[src/rtl/mips_defs_pkg.sv]
`default_nettype none
// ============================================================================
// Module   : mips_defs (package)
// Purpose  : Shared ALUOp / funct decode constants and muldiv FSM encoding.
// Revision : 1.0 - initial release
// ============================================================================
package mips_defs;

    localparam logic [1:0] ALUOP_RTYPE = 2'b10;

    localparam logic [5:0] FUNCT_MFHI  = 6'b010000;
    localparam logic [5:0] FUNCT_MTHI  = 6'b010001;
    localparam logic [5:0] FUNCT_MFLO  = 6'b010010;
    localparam logic [5:0] FUNCT_MTLO  = 6'b010011;
    localparam logic [5:0] FUNCT_MULT  = 6'b011000;
    localparam logic [5:0] FUNCT_MULTU = 6'b011001;
    localparam logic [5:0] FUNCT_DIV   = 6'b011010;
    localparam logic [5:0] FUNCT_DIVU  = 6'b011011;

    typedef enum logic [1:0] {
        ST_IDLE = 2'd0,
        ST_RUN  = 2'd1,
        ST_FIX  = 2'd2
    } state_t;

    function automatic logic is_recognised(input logic [5:0] f);
        return f inside {FUNCT_MFHI, FUNCT_MTHI, FUNCT_MFLO, FUNCT_MTLO,
                         FUNCT_MULT, FUNCT_MULTU, FUNCT_DIV, FUNCT_DIVU};
    endfunction

    function automatic logic is_muldiv(input logic [5:0] f);
        return f inside {FUNCT_MULT, FUNCT_MULTU, FUNCT_DIV, FUNCT_DIVU};
    endfunction

    function automatic logic is_div_op(input logic [5:0] f);
        return (f == FUNCT_DIV) || (f == FUNCT_DIVU);
    endfunction

    function automatic logic is_signed_op(input logic [5:0] f);
        return (f == FUNCT_MULT) || (f == FUNCT_DIV);
    endfunction

endpackage
`default_nettype wire

[src/rtl/muldiv_unit_iter.sv]
`default_nettype none
// ============================================================================
// Module   : muldiv_iter
// Purpose  : One-bit-per-cycle shift-add multiply / restoring divide core.
// Revision : 1.0 - initial release
// ============================================================================
module muldiv_iter #(
    parameter int WIDTH = 32
) (
    input  logic               clk,
    input  logic               rst_n,
    input  logic               i_start,
    input  logic               i_step,
    input  logic               i_is_div,
    input  logic [WIDTH-1:0]   i_a,
    input  logic [WIDTH-1:0]   i_b,
    output logic [2*WIDTH-1:0] o_acc,
    output logic               o_last
);
    localparam int CNT_W = $clog2(WIDTH + 1);

    // Upper half: partial product / remainder; lower half: multiplier / quotient.
    logic [2*WIDTH-1:0] r_acc;
    logic [WIDTH-1:0]   r_b;
    logic [CNT_W-1:0]   r_cnt;

    logic [WIDTH:0]     w_add;
    logic [WIDTH:0]     w_shift;
    logic               w_ge;
    logic [WIDTH-1:0]   w_diff;
    logic [2*WIDTH-1:0] w_mul_next;
    logic [2*WIDTH-1:0] w_div_next;

    always_comb begin
        w_add      = {1'b0, r_acc[2*WIDTH-1:WIDTH]} + (r_acc[0] ? {1'b0, r_b} : '0);
        w_mul_next = {w_add, r_acc[WIDTH-1:1]};
        w_shift    = {r_acc[2*WIDTH-1:WIDTH], r_acc[WIDTH-1]};
        w_ge       = (w_shift >= {1'b0, r_b});
        // When w_ge holds the difference is below r_b, so WIDTH bits suffice.
        w_diff     = w_shift[WIDTH-1:0] - r_b;
        w_div_next = {(w_ge ? w_diff : w_shift[WIDTH-1:0]), r_acc[WIDTH-2:0], w_ge};
    end

    always_ff @(posedge clk or negedge rst_n) begin
        if (!rst_n) begin
            r_acc <= '0;
            r_b   <= '0;
            r_cnt <= '0;
        end else if (i_start) begin
            r_acc <= {{WIDTH{1'b0}}, i_a};
            r_b   <= i_b;
            r_cnt <= '0;
        end else if (i_step) begin
            r_acc <= i_is_div ? w_div_next : w_mul_next;
            r_cnt <= r_cnt + 1'b1;
        end
    end

    assign o_acc  = r_acc;
    assign o_last = (r_cnt == CNT_W'(WIDTH - 1));

endmodule
`default_nettype wire

[src/rtl/muldiv_unit.sv]
`default_nettype none
// ============================================================================
// Module   : muldiv_unit
// Purpose  : MIPS EX-stage multiply/divide unit owning HI/LO; stalls while busy.
// Revision : 1.0 - initial release
// ============================================================================
module muldiv_unit
    import mips_defs::*;
#(
    parameter int WIDTH   = 32,
    parameter int ALUOP_W = 2
) (
    input  logic               clk,
    input  logic               rst_n,
    input  logic [ALUOP_W-1:0] ALUOp_sig,
    input  logic [5:0]         funct,
    input  logic               issue,
    input  logic               flush,
    input  logic [WIDTH-1:0]   rs_val,
    input  logic [WIDTH-1:0]   rt_val,
    output logic               stall,
    output logic               busy,
    output logic [WIDTH-1:0]   result,
    output logic               result_valid,
    output logic [WIDTH-1:0]   hi,
    output logic [WIDTH-1:0]   lo,
    output logic               div_by_zero
);
    state_t             r_state, w_state_nxt;
    logic [WIDTH-1:0]   r_hi, r_lo;
    logic               r_is_div, r_neg_q, r_neg_r, r_bzero;

    logic               w_recog, w_go, w_accept, w_signed, w_last, w_fix_we;
    logic [WIDTH-1:0]   w_rs_mag, w_rt_mag;
    logic [2*WIDTH-1:0] w_acc, w_prod;
    logic [WIDTH-1:0]   w_q, w_r, w_fix_hi, w_fix_lo;

    assign busy     = (r_state != ST_IDLE);
    assign w_recog  = issue & (ALUOp_sig == ALUOP_W'(ALUOP_RTYPE)) & is_recognised(funct);
    assign stall    = w_recog & busy;
    // Flush beats a same-cycle issue, so nothing is started or written.
    assign w_go     = w_recog & ~busy & ~flush;
    assign w_accept = w_go & is_muldiv(funct);
    assign w_signed = is_signed_op(funct);
    assign w_rs_mag = (w_signed & rs_val[WIDTH-1]) ? -rs_val : rs_val;
    assign w_rt_mag = (w_signed & rt_val[WIDTH-1]) ? -rt_val : rt_val;

    assign result_valid = w_go & ((funct == FUNCT_MFHI) | (funct == FUNCT_MFLO));
    assign result       = !result_valid ? '0 : ((funct == FUNCT_MFHI) ? r_hi : r_lo);

    muldiv_iter #(.WIDTH(WIDTH)) u_iter (
        .clk      (clk),
        .rst_n    (rst_n),
        .i_start  (w_accept),
        .i_step   (r_state == ST_RUN),
        .i_is_div (r_is_div),
        .i_a      (w_rs_mag),
        .i_b      (w_rt_mag),
        .o_acc    (w_acc),
        .o_last   (w_last)
    );

    always_ff @(posedge clk or negedge rst_n) begin
        if (!rst_n) begin
            r_state  <= ST_IDLE;
            r_is_div <= 1'b0;
            r_neg_q  <= 1'b0;
            r_neg_r  <= 1'b0;
            r_bzero  <= 1'b0;
        end else begin
            r_state <= w_state_nxt;
            if (w_accept) begin
                r_is_div <= is_div_op(funct);
                r_neg_q  <= w_signed & (rs_val[WIDTH-1] ^ rt_val[WIDTH-1]);
                r_neg_r  <= w_signed & rs_val[WIDTH-1];
                r_bzero  <= (rt_val == '0);
            end
        end
    end

    always_comb begin
        w_state_nxt = r_state;
        w_fix_we    = 1'b0;
        div_by_zero = 1'b0;
        case (r_state)
            ST_IDLE: if (w_accept) w_state_nxt = ST_RUN;
            ST_RUN: begin
                if (flush)       w_state_nxt = ST_IDLE;
                else if (w_last) w_state_nxt = ST_FIX;
            end
            ST_FIX: begin
                w_state_nxt = ST_IDLE;
                if (!flush) begin
                    w_fix_we    = 1'b1;
                    div_by_zero = r_is_div & r_bzero;
                end
            end
            default: w_state_nxt = ST_IDLE;
        endcase
    end

    // Sign correction of the magnitude result; divide-by-zero forces LO to all ones.
    always_comb begin
        w_prod   = r_neg_q ? -w_acc : w_acc;
        w_q      = w_acc[WIDTH-1:0];
        w_r      = w_acc[2*WIDTH-1:WIDTH];
        w_fix_hi = r_is_div ? (r_neg_r ? -w_r : w_r) : w_prod[2*WIDTH-1:WIDTH];
        w_fix_lo = r_is_div ? (r_bzero ? '1 : (r_neg_q ? -w_q : w_q)) : w_prod[WIDTH-1:0];
    end

    always_ff @(posedge clk or negedge rst_n) begin
        if (!rst_n) begin
            r_hi <= '0;
            r_lo <= '0;
        end else if (w_fix_we) begin
            r_hi <= w_fix_hi;
            r_lo <= w_fix_lo;
        end else begin
            if (w_go && funct == FUNCT_MTHI) r_hi <= rs_val;
            if (w_go && funct == FUNCT_MTLO) r_lo <= rs_val;
        end
    end

    assign hi = r_hi;
    assign lo = r_lo;

endmodule
`default_nettype wire
[config.mk]
export PLATFORM = sky130hd
export DESIGN_NAME = muldiv_unit
export DESIGN_NICKNAME = d
export VERILOG_FILES = /design/src/rtl/mips_defs_pkg.sv /design/src/rtl/muldiv_unit_iter.sv /design/src/rtl/muldiv_unit.sv
export SDC_FILE = /design/constraint.sdc
export NUM_CORES = 1
export LEC_CHECK = 0
export ABC_AREA = 1
export CORE_MARGIN = 2
export CORE_UTILIZATION = 55
export CTS_BUF_LIST = sky130_fd_sc_hd__clkbuf_8 sky130_fd_sc_hd__clkbuf_16
export DETAILED_ROUTE_END_ITERATION = 8
export HOLD_SLACK_MARGIN = 0.15
export PLACE_DENSITY = 0.82
export REMOVE_ABC_BUFFERS = 1
export SLEW_MARGIN = 20
export SYNTH_ARGS = -nofsm -noshare
export SYNTH_HDL_FRONTEND = slang
export SYNTH_HIERARCHICAL = 1
export SYNTH_SLANG_ARGS = --single-unit
[constraint.sdc]
create_clock -name clk -period 3.65 [get_ports clk]
set_input_delay 0.365 -clock clk [delete_from_list [all_inputs] [get_ports clk]]
set_output_delay 0.365 -clock clk [all_outputs]
set_load 0.02 [all_outputs]
==> reports/metrics.csv, run 1 <==
stage;metric;value;unit
run_status;status;finished, final reports clean;
min_path;Hold Crit Class;input port to flip-flop;
global_route;pin count of the biggest net entering global routing;82;
synth;Synth Area in Compound Gates;14.2;%
worst_setup_path;CP Capture Type;output pin;
worst_setup_path;Buf/Inv on CP;4;
synth;Synth Instances;3083;
timing;worst setup slack after layout;0.466;ns
worst_setup_path;WP depth;8;
timing;unrepaired setup endpoints after global routing;false;
detailed_routing;Final ANT Viol Nets;0;
clock_network;worst-skew pair later-pin latency;0.47;ns
finish;share of cells above drive strength 1;5.18;%
timing;Fmax;314;MHz
power;Max VDD drop;0.000340;V
global_route;GRT overflow;0;
synth;Yosys reg bits;172;
clock_network;Inserted Clock Buffers;17;
worst_setup_path;crit-path max FO;32;
die;Die Area;34300;sq um
timing;pins over their slew limit;0;
worst_setup_path;Startpoint Class;flip-flop;
timing;final setup violation count;0;
clock_network;H-Tree Depth;4;
finish;final std cells w/o fill;3683;
synth;Synth async-reset ratio;100;%
placement;Port Buf Inserts;175;
finish;post-synthesis to final-layout area growth;15.6;%
synth;Post-Synth Adder-Cell Area;5.01;%
die;Die H;185;um
timing;worst hold slack;0.475;ns
timing;Setup Skew;0.0149;ns
power;Cell Pwr Density;245;nW/um^2
min_path;Worst Hold Path Cells;3;
finish;antenna cells;0;
die;I/O Pins;176;
placement;HPWL after detailed placement;56700;um
die;die width;185;um
global_route;Total Routing Usage GR;42.8;%
timing;Worst-Margin Slew;1.03;ns
timing;crit path time final;3.18;ns
worst_setup_path;CP Class;flip-flop to output pin;
clock_network;clk sinks;172;
worst_setup_path;WP data arrival;2.82;ns
global_route;global-route wire length before repair;111000;um
synth;ys flop type;dfrtp_1;
synth;area of the mapped netlist;18000;sq um
placement;global placement routability congestion;1.09;
placement;post-place setup slack;0.498;ns
worst_setup_path;slowest stage cell on the critical path;clkdlybuf4s50_1;
synth;post-synthesis mux area share;0;%
synth;main combinational cell family by area after synthesis;simple AND/OR/NAND/NOR gates;
worst_setup_path;CP dominant cell by count;inv_2;
clock_network;CTS tree;built;
die;Initial Utilization;55.6;%
power;Lkg Pwr;10.9;nW
worst_setup_path;Crit path required time;3.28;ns
worst_setup_path;crit-path leading delay family;buffers and inverters;
global_route;initial antenna violation count;0;
synth;XOR/XNOR Fraction of Synth Area;4.51;%
global_route;vias in the first global route;20759;
timing;Final period util;87.2;%
die;row cnt;66;
die;Core Region;32500;sq um
detailed_routing;initial drt markers;2204;
clock_network;Clock Tree Buf Depth;2;
timing;setup tns final;0;ns
timing;Max transition margin;31.3;%
placement;Inst Count DP;3650;
worst_setup_path;crit-path cells;nor2_1 > inv_2 > nor3_4 > inv_1 > nor3_2 > inv_2 > a21oi_1 > clkdlybuf4s50_1;
detailed_routing;vias;21600;
synth;number of flops mapped to enable cells by yosys;0;
clock_network;clock slew at reported path FFs;0.07;ns
detailed_routing;wire length per cell;19.7;um
timing;Fin. Hold Viols;0;
worst_setup_path;r2r worst-path depth;13;
synth;post-synthesis sequential area ratio;23.8;%
synth;Distinct cells, synth;53;
clock_network;post-cts sizing count;0;
worst_setup_path;slowest stage delay, CP;0.63;ns
detailed_routing;via/cell ratio;5.86;
detailed_routing;drt drc;0;
synth;simple-gate share of the synthesized area;39.6;%
flow_run;Max-Cap Viols;0;
synth;Syn Area/Cell;5.85;sq um
clock_network;root buffer cell;clkbuf_16;
detailed_routing;drt pass-1 iters;7;
detailed_routing;Final Routed Wirelength;72600;um
synth;yosys warns;6;
finish;layout net count;3375;
[sequential cells by signal, indices dropped and copies added (netlist names), 2 cells and up]
signal	cells
r_state	2
u_iter/r_cnt	6
u_iter/r_b	32
u_iter/o_acc	64
lo	32
hi	32
[cell usage after synthesis, drive strengths merged (37+ instances only)]
cell type	count	area (sq um)
o21ai	202	1040
inv	491	1840
clkbuf	59	221
buf	37	244
nand3	241	1230
nor2	357	1410
xor2	62	543
nand4	37	238
dfrtp	172	4300
a21oi	157	793
nand2	977	3720
ha	69	863
[cell families after synthesis]
family,after synthesis
AOI/OAI and AO/OA,457
xor gates and xnor gates,93
adders and majority gates,71
buffers and inverters,589
DFF,172
and+or+nand+nor,1701
[worst reg2reg max path, stage by stage, from the launching register on]
cell	delay [ns]
dfrtp_1	0.67
ha_1	0.37
inv_1	0.11
fa_1	0.46
o21ai_2	0.29
nand2_1	0.11
nand2_1	0.10
nand2_1	0.12
nand2_1	0.27
nand2_1	0.18
nand3_1	0.12
nand3_1	0.09
nand3_1	0.09
nand2_1	0.05
[metrics by stage]
stage | utilization (%) | cell area (sq um) | power [mW]
6_report | 64.3 | 20900 | 5.11
5_1_grt | 64.3 | 20900 | 5.29
4_1_cts | 64.3 | 20900 | 5.09
3_5_place_dp | 62.5 | 20300 | 3.19
3_3_place_gp | 62.5 | 20300 | 3.17
2_1_floorplan | - | 17600 | 2.73
[routing by layer]
metal  share of wire (%)  vias up  track usage, %
met5                   0        -               0
met4                 8.2        0            32.1
met3                 9.6      344            7.79
met2                  46     1356            71.8
met1                  36     9811            48.4
li1                    -    10089               -
[path summary, 6_finish.rpt]
check	end	startpoint	slack, ns
worst max-delay path	result[24]	r_state[1]	0.47
worst min-delay path	u_iter/r_b[0]	rt_val[0]	0.48
worst max register to register	u_iter/o_acc[61]	u_iter/o_acc[32]	0.50
worst min register to register	r_state[1]	r_state[1]	0.51
max in group asynchronous	u_iter/o_acc[62]	rst_n	2.19
min in group asynchronous	lo[9]	rst_n	0.53
[power breakdown]
group | internal [mW] | leakage (nW) | switching, mW
Sequential | 1.99 | 1.88 | 0.118
Clock | 1.03 | 0.279 | 0.888
Combinational | 0.410 | 8.71 | 0.679
Total | 3.43 | 10.9 | 1.69
[layout make-up]
cell class	instances	area, sq um
clock buffer	18	439
sequential	172	4310
timing repair buffer	222	2150
multi-input combinational	2322	11400
fill	3124	11600
clock inverter	14	144
inverter	493	1850
tap	442	553
[layout by cell type (no fill, tap or decap), types with 17 or more instances in the layout]
| master | n |
|---|---|
| nand2_1 | 965 |
| inv_1 | 485 |
| nor2_1 | 338 |
| nand3_1 | 237 |
| clkdlybuf4s50_1 | 174 |
| dfrtp_1 | 171 |
| o21ai_0 | 164 |
| a21oi_1 | 155 |
| ha_1 | 69 |
| xor2_1 | 62 |
| buf_4 | 43 |
| nand4_1 | 36 |
| or2_2 | 33 |
| o22ai_1 | 32 |
| xnor2_1 | 31 |
| o21ai_1 | 31 |
| o221ai_1 | 31 |
| nor3_1 | 26 |
| clkbuf_16 | 17 |
[what timing repair did]
| item | CTS | global route |
|---|---|---|
| buffers inserted | 0 | 0 |
| hold buffers | 1 | 0 |
| hold endpoints to repair | 79 | 0 |
Power figures use the tool's default switching activity.
==> run 2: changes to the inputs <==
--- a/config.mk
+++ b/config.mk
@@ -13,7 +13,7 @@
 export HOLD_SLACK_MARGIN = 0.15
 export PLACE_DENSITY = 0.82
 export REMOVE_ABC_BUFFERS = 1
-export SLEW_MARGIN = 20
+export SKIP_LAST_GASP = 1
 export SYNTH_ARGS = -nofsm -noshare
 export SYNTH_HDL_FRONTEND = slang
 export SYNTH_HIERARCHICAL = 1
==> results of run 2 <==
The final DEF is identical to that of run 1; final timing and power are the same.
